### src/rtl/shift_sequencer_pkg.sv
// Shared types for the shifter datapath and its multi-cycle sequencer.
// Holds the machine word, shifter operation and sequencer state enums.
package package_shifter;

   typedef logic [15:0] MICRO1_MACHINE_WORD;

   typedef enum logic [2:0] {
      NOP,
      LEFT_LOGICALLY,
      RIGHT_LOGICALLY,
      LEFT_ARITHMETICALLY,
      RIGHT_ARITHMETICALLY,
      EXTENSION,
      SWAP
   } SHIFTER_OPERATION;

   typedef enum logic [1:0] {
      IDLE,
      RUN,
      DONE
   } SHIFT_SEQUENCER_STATE;

   // Only the shift operations honour the step count; the rest run exactly once.
   function automatic logic is_multi_step(input SHIFTER_OPERATION op);
      return op inside {LEFT_LOGICALLY, RIGHT_LOGICALLY,
                        LEFT_ARITHMETICALLY, RIGHT_ARITHMETICALLY};
   endfunction

endpackage

### src/rtl/shift_sequencer_shifter.sv
// Single-step shifter: one bit position per evaluation, purely combinational.
// Zero latency; no flow control.
module shifter
   import package_shifter::*;
(
   input  SHIFTER_OPERATION   operation,
   input  MICRO1_MACHINE_WORD in,
   input  logic               cin,
   output MICRO1_MACHINE_WORD out,
   output logic               cout
);

   always_comb begin
      out  = in;
      cout = 1'b0;
      case (operation)
         LEFT_LOGICALLY, LEFT_ARITHMETICALLY: begin
            out  = {in[14:0], cin};
            cout = in[15];
         end
         RIGHT_LOGICALLY: begin
            out  = {cin, in[15:1]};
            cout = in[0];
         end
         RIGHT_ARITHMETICALLY: begin
            out  = {in[15], in[15:1]};
            cout = in[0];
         end
         EXTENSION: out = {{8{in[7]}}, in[7:0]};
         SWAP:      out = {in[7:0], in[15:8]};
         default: ;
      endcase
   end

endmodule

### src/rtl/shift_sequencer.sv
// Iterates the single-step shifter 0..2^AMOUNT_WIDTH-1 times; latency N+1 edges to done, start ignored while busy.
// SHIFT_SEQUENCER_CARRY_CHAIN_EN: feed each step's carry-out into the next step's carry-in.
module shift_sequencer
   import package_shifter::*;
#(
   parameter int AMOUNT_WIDTH = 4
) (
   input  logic                    clk,
   input  logic                    reset,
   input  logic                    start,
   input  SHIFTER_OPERATION        operation,
   input  logic [AMOUNT_WIDTH-1:0] amount,
   input  MICRO1_MACHINE_WORD      in,
   input  logic                    cin,
   output logic                    busy,
   output logic                    done,
   output MICRO1_MACHINE_WORD      out,
   output logic                    cout
);

   SHIFT_SEQUENCER_STATE    state;
   SHIFTER_OPERATION        op_l;
   logic [AMOUNT_WIDTH-1:0] count;
   logic [AMOUNT_WIDTH-1:0] load;
   MICRO1_MACHINE_WORD      work;
   logic                    carry;
   logic                    step_cin;
   MICRO1_MACHINE_WORD      sh_out;
   logic                    sh_cout;

`ifdef SHIFT_SEQUENCER_CARRY_CHAIN_EN
   // carry holds the latched cin until the first step, then each step's carry-out.
   assign step_cin = carry;
`else
   logic cin_l;
   assign step_cin = cin_l;
`endif

   always_comb begin
      load = is_multi_step(operation) ? amount : AMOUNT_WIDTH'(1);
   end

   shifter u_shifter (
      .operation (op_l),
      .in        (work),
      .cin       (step_cin),
      .out       (sh_out),
      .cout      (sh_cout)
   );

   assign out  = work;
   assign cout = carry;

   always_ff @(posedge clk) begin
      if (reset) begin
         state <= IDLE;
         op_l  <= NOP;
         count <= '0;
         work  <= '0;
         carry <= 1'b0;
         busy  <= 1'b0;
         done  <= 1'b0;
`ifndef SHIFT_SEQUENCER_CARRY_CHAIN_EN
         cin_l <= 1'b0;
`endif
      end else begin
         case (state)
            IDLE: begin
               done <= 1'b0;
               if (start) begin
                  op_l  <= operation;
                  work  <= in;
                  count <= load;
                  busy  <= 1'b1;
`ifndef SHIFT_SEQUENCER_CARRY_CHAIN_EN
                  cin_l <= cin;
`endif
                  if (load == '0) begin
                     carry <= 1'b0;
                     done  <= 1'b1;
                     state <= DONE;
                  end else begin
                     carry <= cin;
                     state <= RUN;
                  end
               end
            end
            RUN: begin
               work  <= sh_out;
               carry <= sh_cout;
               count <= count - AMOUNT_WIDTH'(1);
               if (count == AMOUNT_WIDTH'(1)) begin
                  done  <= 1'b1;
                  state <= DONE;
               end
            end
            DONE: begin
               done  <= 1'b0;
               busy  <= 1'b0;
               state <= IDLE;
            end
            default: state <= IDLE;
         endcase
      end
   end

endmodule
### config.mk
export PLATFORM = sky130hd
export DESIGN_NAME = shift_sequencer
export DESIGN_NICKNAME = d
export VERILOG_FILES = /design/src/rtl/shift_sequencer_pkg.sv /design/src/rtl/shift_sequencer_shifter.sv /design/src/rtl/shift_sequencer.sv
export SDC_FILE = /design/constraint.sdc
export NUM_CORES = 1
export LEC_CHECK = 0
export ABC_AREA = 1
export CAP_MARGIN = 20
export CORE_MARGIN = 3
export CORE_UTILIZATION = 50
export DETAILED_ROUTE_END_ITERATION = 10
export PLACE_DENSITY = 0.8
export SLEW_MARGIN = 40
export SYNTH_ARGS = -nofsm -noshare
export SYNTH_HDL_FRONTEND = slang
export SYNTH_SLANG_ARGS = --single-unit
### constraint.sdc
create_clock -name clk -period 1.9 [get_ports clk]
set_clock_uncertainty 0.15 [all_clocks]
set_input_delay 0.38 -clock clk [delete_from_list [all_inputs] [get_ports clk]]
set_output_delay 0.38 -clock clk [all_outputs]
set_load 0.01 [all_outputs]
# Word level (Yosys, flattened, before mapping)
# Index checks and enable logic that the tools add are counted.
# word_totals
n_memories	0
latchBits	0
regBits	29
output_inout_bits	19
romBits	0
ramBits	0
# classes
mux	20
magnitude_cmp	0
addsub	1
n_mul	0
n_reduce_logical	16
bitwise	0
n_shift	0
div	0
eq_ne	20
# ops
op	n
case mux 16 bit (5 select lines)	1
case mux 16 bit (2 select lines)	1
two-way mux 16 bit	1
equality test 3 x 2 -> 1 bit, second input constant	4
equality test 3 bit, second input constant	4
!= test 5 x 1 -> 1 bit, second input constant	2
AND reduction 2 bit	5
two-way mux 4 bit	2
!= test 2 bit, second input constant	4
case mux 4 bit (2 select lines)	1
AND reduction 4 bit	2
equality test 3 x 1 -> 1 bit, second input constant	2
two-way mux 1 bit	6
two-way mux 2 bit	3
!= test 6 x 1 -> 1 bit, second input constant	1
case mux 1 bit (2 select lines)	3
equality test 4 x 1 -> 1 bit, second input constant	1
logical NOT 4 bit	1
case mux 2 bit (2 select lines)	1
nonzero test 2 bit	2
nonzero test 4 bit	1
OR reduction 2 bit	2
subtractor 4 x 1 -> 4 bit, second input constant	1
case mux 1 bit (3 select lines)	1
other kinds (5)	5

# Logic depth before layout (Yosys ltp)
# Gate-level depths: netlist (run 1).
# logic_depth
word_depth	7
depth_mapped	11

# By module
# A second synthesis (run 1) with hierarchy kept.
# unflattened
cells_unflattened	352
hier_area_um2	2195.9
# modules_own_cells
module	seq_area_each_um2	cells_per_inst	area_each_um2	n_inst
shift_sequencer	580.6	194	1428.9	1
shifter	0.0	158	767.0	1

# Worst setup path before layout (run 1)
# OpenSTA, ideal clock, no wires.
# synth_timing
kind	reg2reg
startpoint	reg state[1]
endpoint	reg work[6], in the netlist out[6]
n_path_buf	2
setup_slack_ps	156
setup_ps	117
required_ps	1633
arrival_time_ps	1477
synth_period_minus_slack_ps	1744
stages_incl_launch_ff	11
cell_sequence	dfxtp_1 -> inv_1 -> ha_1 -> buf_2 -> o21ai_2 -> inv_2 -> nand2_2 -> buf_4 -> nand2_1 -> nand2_1 -> a21oi_1
# synth_via
elab_chain_cells	3
word_cells_on_any_way	8
cone_classes	eq/ne: 4; mux: 1; reduce/logical: 3
# synth_lines
element	line	rtl
start: declaration	shift_sequencer.sv:21	SHIFT_SEQUENCER_STATE state;
start signal: assignment	shift_sequencer.sv:56	state <= IDLE;
start signal: assignment	shift_sequencer.sv:81	state <= DONE;
start signal: assignment	shift_sequencer.sv:84	state <= RUN;
equality test 2 x 1 -> 1 bit or logical NOT 2 bit (tied branches)	shift_sequencer.sv:67	case (state)
!= test 5 x 1 -> 1 bit (no line) (tied with other cells)	--	
AND reduction 4 bit (no line)	--	
end signal: assignment	shift_sequencer.sv:72	work <= in;
end signal: assignment	shift_sequencer.sv:89	work <= sh_out;
end: declaration	shift_sequencer.sv:25	MICRO1_MACHINE_WORD work;
# Parallel ways exist; a longest one is shown, timed or not.
# A chain may end at the register's enable or synchronous reset.

# Final worst setup path (run 1)
# layout_timing
startpoint	reg work[8], in the netlist out[8]
endpoint	out out[8]
# layout_lines
element	line	rtl
end: declaration	shift_sequencer.sv:17	output MICRO1_MACHINE_WORD out,
# No word-level cell between the ends.

==> impl_metrics.tcl, run 1 <==
set metrics [dict create \
    max_freq_mhz 556 \
    critPathArrivalTime_ns 1.27 \
    wirelength_um 5380 \
    antenna_found_initial 0 \
    core_region_area_sq_um 3720 \
    chipHeight_um 68.4 \
    synthesis.area_sq_um 1950 \
    seqPwrFrac_pct 31.2 \
    drtPass1Iterations 5 \
    cp_max_fo 5 \
    synth_top_area_share_pct 29.8 \
    gp_congestion 0.908 \
    clock_path_buffers 2 \
    clkTransAtPathRegs_ns 0.07 \
    rsz0062_at_grt "false" \
    clkSinkCount 29 \
    synth_warnings 0 \
    drc 0 \
    syn2layout_area_growth_pct 35.4 \
    avgSynthCellArea_sq_um 5.92 \
    via_per_inst 5.19 \
    n_antenna_cell 0 \
    critical_path_required_ns 1.37 \
    seq_area_frac_synth_pct 29.8 \
    pwr-share-clk_pct 28.8 \
    worstMarginPinSlew_ns 0.314 \
    finalSetupViolations 0 \
    synth_most_common_cell "nand2_1" \
    synth_edf_count 0 \
    power_uw 2700 \
    grt_first_pass_wirelength_um 8810 \
    hold_class "flip-flop to flip-flop" \
    wire_per_inst_um 12.5 \
    startpoint_type "flip-flop" \
    timing.slew.headroom_pct 78.9 \
    dieArea_sq_um 4680 \
    cp_cell_sequence "clkdlybuf4s50_1" \
    synth_cell_types 22 \
    cp.buffers_inverters 1 \
    start_util_pct 52.4 \
    async_reset_ff_share_pct 0 \
    synthTopCellsByCount "93 x nand2_1, 48 x a21oi_1, 41 x nor2_1" \
    critical_path.max_stage_delay_ns 0.57 \
    slowest_stage "clkdlybuf4s50_1" \
    cts_setup_buffers 0 \
    cts.htree.levels 2 \
    cts_root_buf "clkbuf_8" \
    drt_iter0_markers 239 \
    period_minus_slack_ns 1.80 \
    powerDensity_nw_per_um2 1030 \
    cts_tree "built" \
    ys_ff_latch 29 \
    grt_pass1_vias 2014 \
    path_delay_family "buffers and inverters" \
    dp_hpwl_um 3950 \
    drive_above_1_share_pct 9.92 \
    p_comb_share_pct 40.1 \
    synth_ff_type "dfxtp_1" \
    hold_slack_ns 0.332 \
    globalRouteTotalUtil_pct 24.9 \
    numCtsBuffers 5 \
    synth_area_leaders "dfxtp_1 30%, nand2_1 18%, a21oi_1 12%" \
    fp.dieW_um 68.4 \
    drv_cap 0 \
    fin_nets 415 \
    post_cts_resize_count 0 \
    p_sw_share_pct 36.3 \
    hold_viol_final 0 \
    endpoint_kind "output pin" \
    period_share_pct 94.7 \
    synth_nets 362 \
    p_switching_uw 980 \
    grt_max_degree 32 \
    p_leak_uw 0.00115 \
    tns_ns 0 \
    io_buffers 45 \
    hold_buffers 0 \
    slew_viol_final 0 \
    clkLatencyLatePin_ns 0.29 \
    ir_drop_mv 0.571 \
    ant_nets 0 \
    num_io_pins 46 \
    intPower_uw 1720 \
    routed-via-count 2239 \
    postSynthCellCount 329 \
    rows 22 \
    synth_top_area_cell "dfxtp_1" \
    grt_overflow 0 \
    crit_type "flip-flop to output pin" \
    status "finished, final reports clean" \
]
==> stage by stage <==
step / instance area [sq um] / cells / worst slack [ns] / utilization, %
after floorplan: 1950 / 329 / 0.156 / -
after global placement: 2490 / 423 / 0.0647 / 67.1
after detailed placement: 2490 / 423 / 0.00841 / 67.1
after CTS: 2630 / 431 / 0.0923 / 70.7
after global routing: 2640 / 431 / 0.00967 / 70.9
final: 2640 / 431 / 0.101 / 70.9
==> placed cells by master, fill, tap and decap left out, types with 2 or more instances in the layout <==
cell and n:
a21oi_1 48, buf_4 13, bufinv_16 2, clkbuf_8 5, clkdlybuf4s50_1 45, dfxtp_1 29
ha_1 5, inv_1 32, inv_2 5, nand2_1 93, nand2_2 3, nand3_1 30
nor2_1 41, nor2_2 3, o21ai_0 18, o21ai_2 2
==> power by group through the flow <==
stage	Clock [uW]	Sequential, uW	Combinational (uW)
finish	778	843	1080
global route	807	858	1220
CTS	782	840	1080
detailed placement	0	853	1070
global placement	0	853	1040
floorplan	0	871	606
==> final cells by class <==
type	instances	area [sq um]
clock buffers	5	68.8
multi-input cells	251	1170
well taps	48	60.1
clock inverters	3	65.1
flip-flops and latches	29	581
repair buffers	58	548
inverters	37	139
fillers	339	1080
==> state kept, by name (all words and copies together) (netlist names) <==
name and count:
busy 1, cin_l 1, count 4, cout 1, done 1, op_l 3, out 16, state 2
==> layer usage <==
| layer | share of wire [%] | track usage, % | vias to the layer above |
|---|---|---|---|
| met1 | 43 | 30.7 | 992 |
| li1 | - | - | 1157 |
| met3 | 8.2 | 5.09 | 11 |
| met2 | 47 | 40.6 | 79 |
| met5 | 0 | 0 | - |
| met4 | 2.2 | 12.7 | 0 |
==> logic make-up (layout without fill, tap and decap cells) <==
group	count (synthesis)	after routing	synth area share, %
simple gates	174	174	37.0
xor+xnor	1	1	0.450
fa+ha+maj	6	6	3.86
buf+inv	49	103	10.2
flops	29	29	29.8
compound gates	70	70	18.7
==> worst paths after layout <==
kind | endpoint | startpoint | cells past startpoint | slack, ns
setup reg to reg | out[9] | state[0] | 8 | 0.14
setup / recovery | out[8] | out[8] | 1 | 0.10
hold / removal | cin_l | cin_l | 2 | 0.33
hold reg to reg | cin_l | cin_l | 2 | 0.33
Note: power is estimated with default switching activity, not from simulation.
==> run 2, diff against run 1 <==
Settings changed: GPL_TIMING_DRIVEN set to 0.
==> run 2 against run 1 <==
Net effect:
- clock power about the same
- sequential power increased by 2%
- largest cell class unchanged
- highest routed layer unchanged
- cell area increased by 1.2%
- register-to-register slack got worse by 0.03 ns
==> impl_metrics.tcl, run 2 (synthesis gave the netlist of run 1 again) <==
set metrics [dict create \
    wirelength_um 5690 \
    clkSinkCount 29 \
    gr-usage-met2_pct 42.3 \
    wire_per_inst_um 13.1 \
    critical_path.max_stage_delay_ns 0.58 \
    timing.slew.headroom_pct 66.7 \
    antenna_found_initial 0 \
    core_region_area_sq_um 3720 \
    holdPathStages 2 \
    finalSetupViolations 0 \
    rows 22 \
    globalRouteTotalUtil_pct 25.5 \
    drive_above_1_share_pct 11.1 \
    cts_tree "built" \
    cts.htree.levels 2 \
    grt_overflow 0 \
    period_share_pct 96.2 \
    hold_viol_final 0 \
    crit_cells 1 \
    slowest_stage "clkdlybuf4s50_1" \
    critPathArrivalTime_ns 1.30 \
    cts_root_buf "clkbuf_8" \
    crit_type "flip-flop to output pin" \
    final_cell_mix "92 x nand2_1, 47 x a21oi_1, 45 x clkdlybuf4s50_1" \
    fin_ws_ns 0.0730 \
    clock_path_buffers 2 \
    grt_first_pass_wirelength_um 9000 \
    grt_max_degree 11 \
    cp_max_fo 5 \
    period_minus_slack_ns 1.83 \
    slew_viol_final 0 \
    startpoint_type "flip-flop" \
    syn2layout_area_growth_pct 37.0 \
    drv_cap 0 \
    via_per_inst 5.26 \
    fin_nets 418 \
    drc 0 \
    dp_slack_ns -0.231 \
    cp.buffers_inverters 1 \
    numCtsBuffers 5 \
    routed-via-count 2283 \
    largest_register_ffs 16 \
    r2r_cells 11 \
    ir_drop_mv 0.558 \
    gp_congestion 0.904 \
    clkTransAtPathRegs_ns 0.07 \
    grt-busiest-layer "met2" \
    num_io_pins 46 \
    met3_usage_pct 6.73 \
    path_delay_family "buffers and inverters" \
    grt_pass1_vias 2051 \
    start_util_pct 52.4 \
    status "finished, final reports clean" \
    p_leak_uw 0.00116 \
    final_common_cell "nand2_1" \
    chipHeight_um 68.4 \
    max_freq_mhz 547 \
    clkLatencyLatePin_ns 0.29 \
    fp.dieW_um 68.4 \
    met1_usage_pct 31.4 \
    powerDensity_nw_per_um2 1020 \
    worstMarginPinSlew_ns 0.499 \
    hold_slack_ns 0.336 \
    hold_class "flip-flop to flip-flop" \
    drtPass1Iterations 5 \
    rsz0062_at_grt "false" \
    dieArea_sq_um 4680 \
    n_antenna_cell 0 \
    cp_cell_sequence "clkdlybuf4s50_1" \
    drt_iter0_markers 291 \
    io_buffers 45 \
    hold_buffers 0 \
    ant_nets 0 \
    critical_path_required_ns 1.37 \
    endpoint_kind "output pin" \
    dp_hpwl_um 4080 \
]
[run 2: per-layer routing]
metal	up-vias	wire length (um)
li1	1158	-
met1	1001	2460
met2	110	2690
met3	14	427
met4	0	119
met5	-	0
[run 2: cell type report]
cell class | count | area [sq um]
Buffer | 12 | 75.1
Clock buffer | 5 | 68.8
Clock inverter | 3 | 65.1
Fill cell | 329 | 1050
Inverter | 37 | 141
Multi-Input combinational cell | 251 | 1200
Sequential cell | 29 | 581
Tap cell | 48 | 60.1
Timing Repair Buffer | 49 | 480
[run 2: path summary, 6_finish.rpt]
check / end / from / slack, ns
hold reg to reg: count[2] / count[2] / 0.34
setup reg to reg: out[7] / state[1] / 0.11
setup / recovery: out[14] / out[14] / 0.07
hold / removal: count[2] / count[2] / 0.34
[run 2: through the flow]
stage / TNS, ns / instances / area, sq um / utilization, % / power, uW
global placement: -3.43 / 422 / 2460 / 66.1 / 1860
global route: 0 / 434 / 2670 / 71.8 / 2900
detailed placement: -4.20 / 422 / 2460 / 66.1 / 1880
floorplan: 0 / 329 / 1950 / - / 1480
finish: 0 / 434 / 2670 / 71.8 / 2730
CTS: 0 / 432 / 2620 / 70.6 / 2690
[run 2: repair_timing]
action                                  4_1_cts  5_1_grt
buffers inserted                              2        2
pin swaps                                     2        1
endpoints found under the setup margin       17       20
hold endpoints to repair                      0        0
resized for setup                             5       13
[run 2: power breakdown]
group	switching (uW)	internal [uW]	leakage, uW	total (uW)
Sequential	131	725	0.000240	856
Clock	258	521	0.0000681	779
Combinational	618	479	0.000850	1100
Total	1010	1730	0.00116	2730
==> run 3, diff against run 2 <==
Settings changed: PLACE_DENSITY 0.8 to 0.9.
==> run 3 against run 2 <==
Net effect:
- largest cell class unchanged
- critical endpoint unchanged
- routed wire length down 0.51%
- clock power down 33%
- sequential share of layout area up 0.32 points
- non-clock buffer count unchanged
- critical path type unchanged
- die area unchanged
- global-route usage down 0.42 points
- worst hold slack worse by 0.0024 ns
- cell area down 1.2%
==> impl_metrics.tcl, run 3 (synthesis gave the netlist of run 1 again) <==
set metrics [dict create \
    status "finished, final reports clean" \
    final_cell_mix "92 x nand2_1, 47 x a21oi_1, 45 x clkdlybuf4s50_1" \
    dieArea_sq_um 4680 \
    finalSetupViolations 0 \
    crit_type "flip-flop to output pin" \
    hold_class "flip-flop to flip-flop" \
    drive_above_1_share_pct 10.6 \
    cp_cell_sequence "clkdlybuf4s50_1" \
    placedCellCount 422 \
    final_common_cell "nand2_1" \
    core_region_area_sq_um 3720 \
    r2r_cells 10 \
    max_freq_mhz 544 \
    dp_hpwl_um 4080 \
    num_io_pins 46 \
    drv_cap 0 \
    ir_drop_mv 0.600 \
    routed-via-count 2333 \
    drc 0 \
    startpoint_type "flip-flop" \
    io_buffers 45 \
    grt_max_degree 11 \
    worstHoldStart "count[2]" \
    hold_buffers 0 \
    globalRouteTotalUtil_pct 25.1 \
    gp_congestion 0.925 \
    grt_first_pass_wirelength_um 8920 \
    design_area_sq_um 2640 \
    cp.buffers_inverters 1 \
    ant_nets 0 \
    antenna_found_initial 0 \
    crit_cells 1 \
    critical_path.max_stage_delay_ns 0.58 \
    critPathArrivalTime_ns 1.31 \
    dpl_cell_area_sq_um 2460 \
    largest_register_ffs 16 \
    chipHeight_um 68.4 \
    clkLatencyLatePin_ns 0.28 \
    timing.rr.start "state[1]" \
    period_share_pct 96.8 \
    hold_slack_ns 0.333 \
    critical_path_required_ns 1.37 \
    cts.htree.levels 2 \
    fin_cells 433 \
    clkTransAtPathRegs_ns 0.06 \
    grt_pass1_vias 2067 \
    fillers 316 \
    numCtsBuffers 5 \
    cp_max_fo 5 \
    clkSinkCount 29 \
    clock_path_buffers 2 \
    path_delay_family "buffers and inverters" \
    slowest_stage "clkdlybuf4s50_1" \
    p_leak_uw 0.00113 \
    slew_viol_final 0 \
    cts_tree "built" \
    rows 22 \
    wirelength_um 5670 \
    via_per_inst 5.39 \
    cts_root_buf "clkbuf_8" \
    grt_overflow 0 \
    powerDensity_nw_per_um2 947 \
    holdPathStages 2 \
    critPathLaunch "out[14]" \
    drt_iter0_markers 263 \
    endpoint_kind "output pin" \
    start_util_pct 52.4 \
    fp.dieW_um 68.4 \
    syn2layout_area_growth_pct 35.3 \
    hold_viol_final 0 \
    worstMarginPinSlew_ns 0.487 \
    final_util_pct 70.9 \
    tns_ns 0 \
    n_antenna_cell 0 \
    fin_nets 418 \
    wire_per_inst_um 13.1 \
    timing.slew.headroom_pct 67.5 \
    drtPass1Iterations 7 \
    period_minus_slack_ns 1.84 \
]
-- run 3: cell type report --
cell class / instances / area [sq um] / share of cell area (%)
repair buffers: 49 / 478 / 18.1
flip-flops and latches: 29 / 582 / 22.1
inverters: 37 / 141 / 5.37
clock buffers: 7 / 86.3 / 3.28
well taps: 48 / 60.1 / 2.28
plain buffers: 12 / 73.8 / 2.80
multi-input cells: 251 / 1210 / 46.1
-- run 3: timing repair --
item / 4_1_cts / 5_1_grt
resized for setup: 3 / 18
pin swaps: 1 / 2
cloned: 0 / 2
buffers inserted: 1 / 1
setup endpoints to repair: 8 / 21
-- run 3: layer usage --
layer | track usage (%) | part of all wire (%) | vias up
met5 | 0 | 0 | -
met4 | 11.4 | 2.6 | 0
met3 | 5.91 | 7.6 | 19
met2 | 41.1 | 48 | 115
met1 | 30.8 | 41 | 1035
li1 | - | - | 1164
-- run 3: metrics by stage --
stage / setup WS (ns) / power, uW
2_1_floorplan: 0.156 / 1480
3_5_place_dp: -0.192 / 1870
3_3_place_gp: -0.188 / 1850
4_1_cts: 0.0115 / 2420
5_1_grt: -0.00513 / 2660
6_report: 0.0613 / 2490
-- run 3: path summary, 6_finish.rpt --
path              endpoint  slack (ns)
hold reg to reg   count[2]        0.33
hold / removal    count[2]        0.33
setup reg to reg    out[1]        0.11
setup / recovery   out[14]        0.06
-- run 3: where the power goes --
group	switching [uW]	total (uW)	internal, uW
clock network	235	522	287
logic	621	1110	485
registers	140	866	726
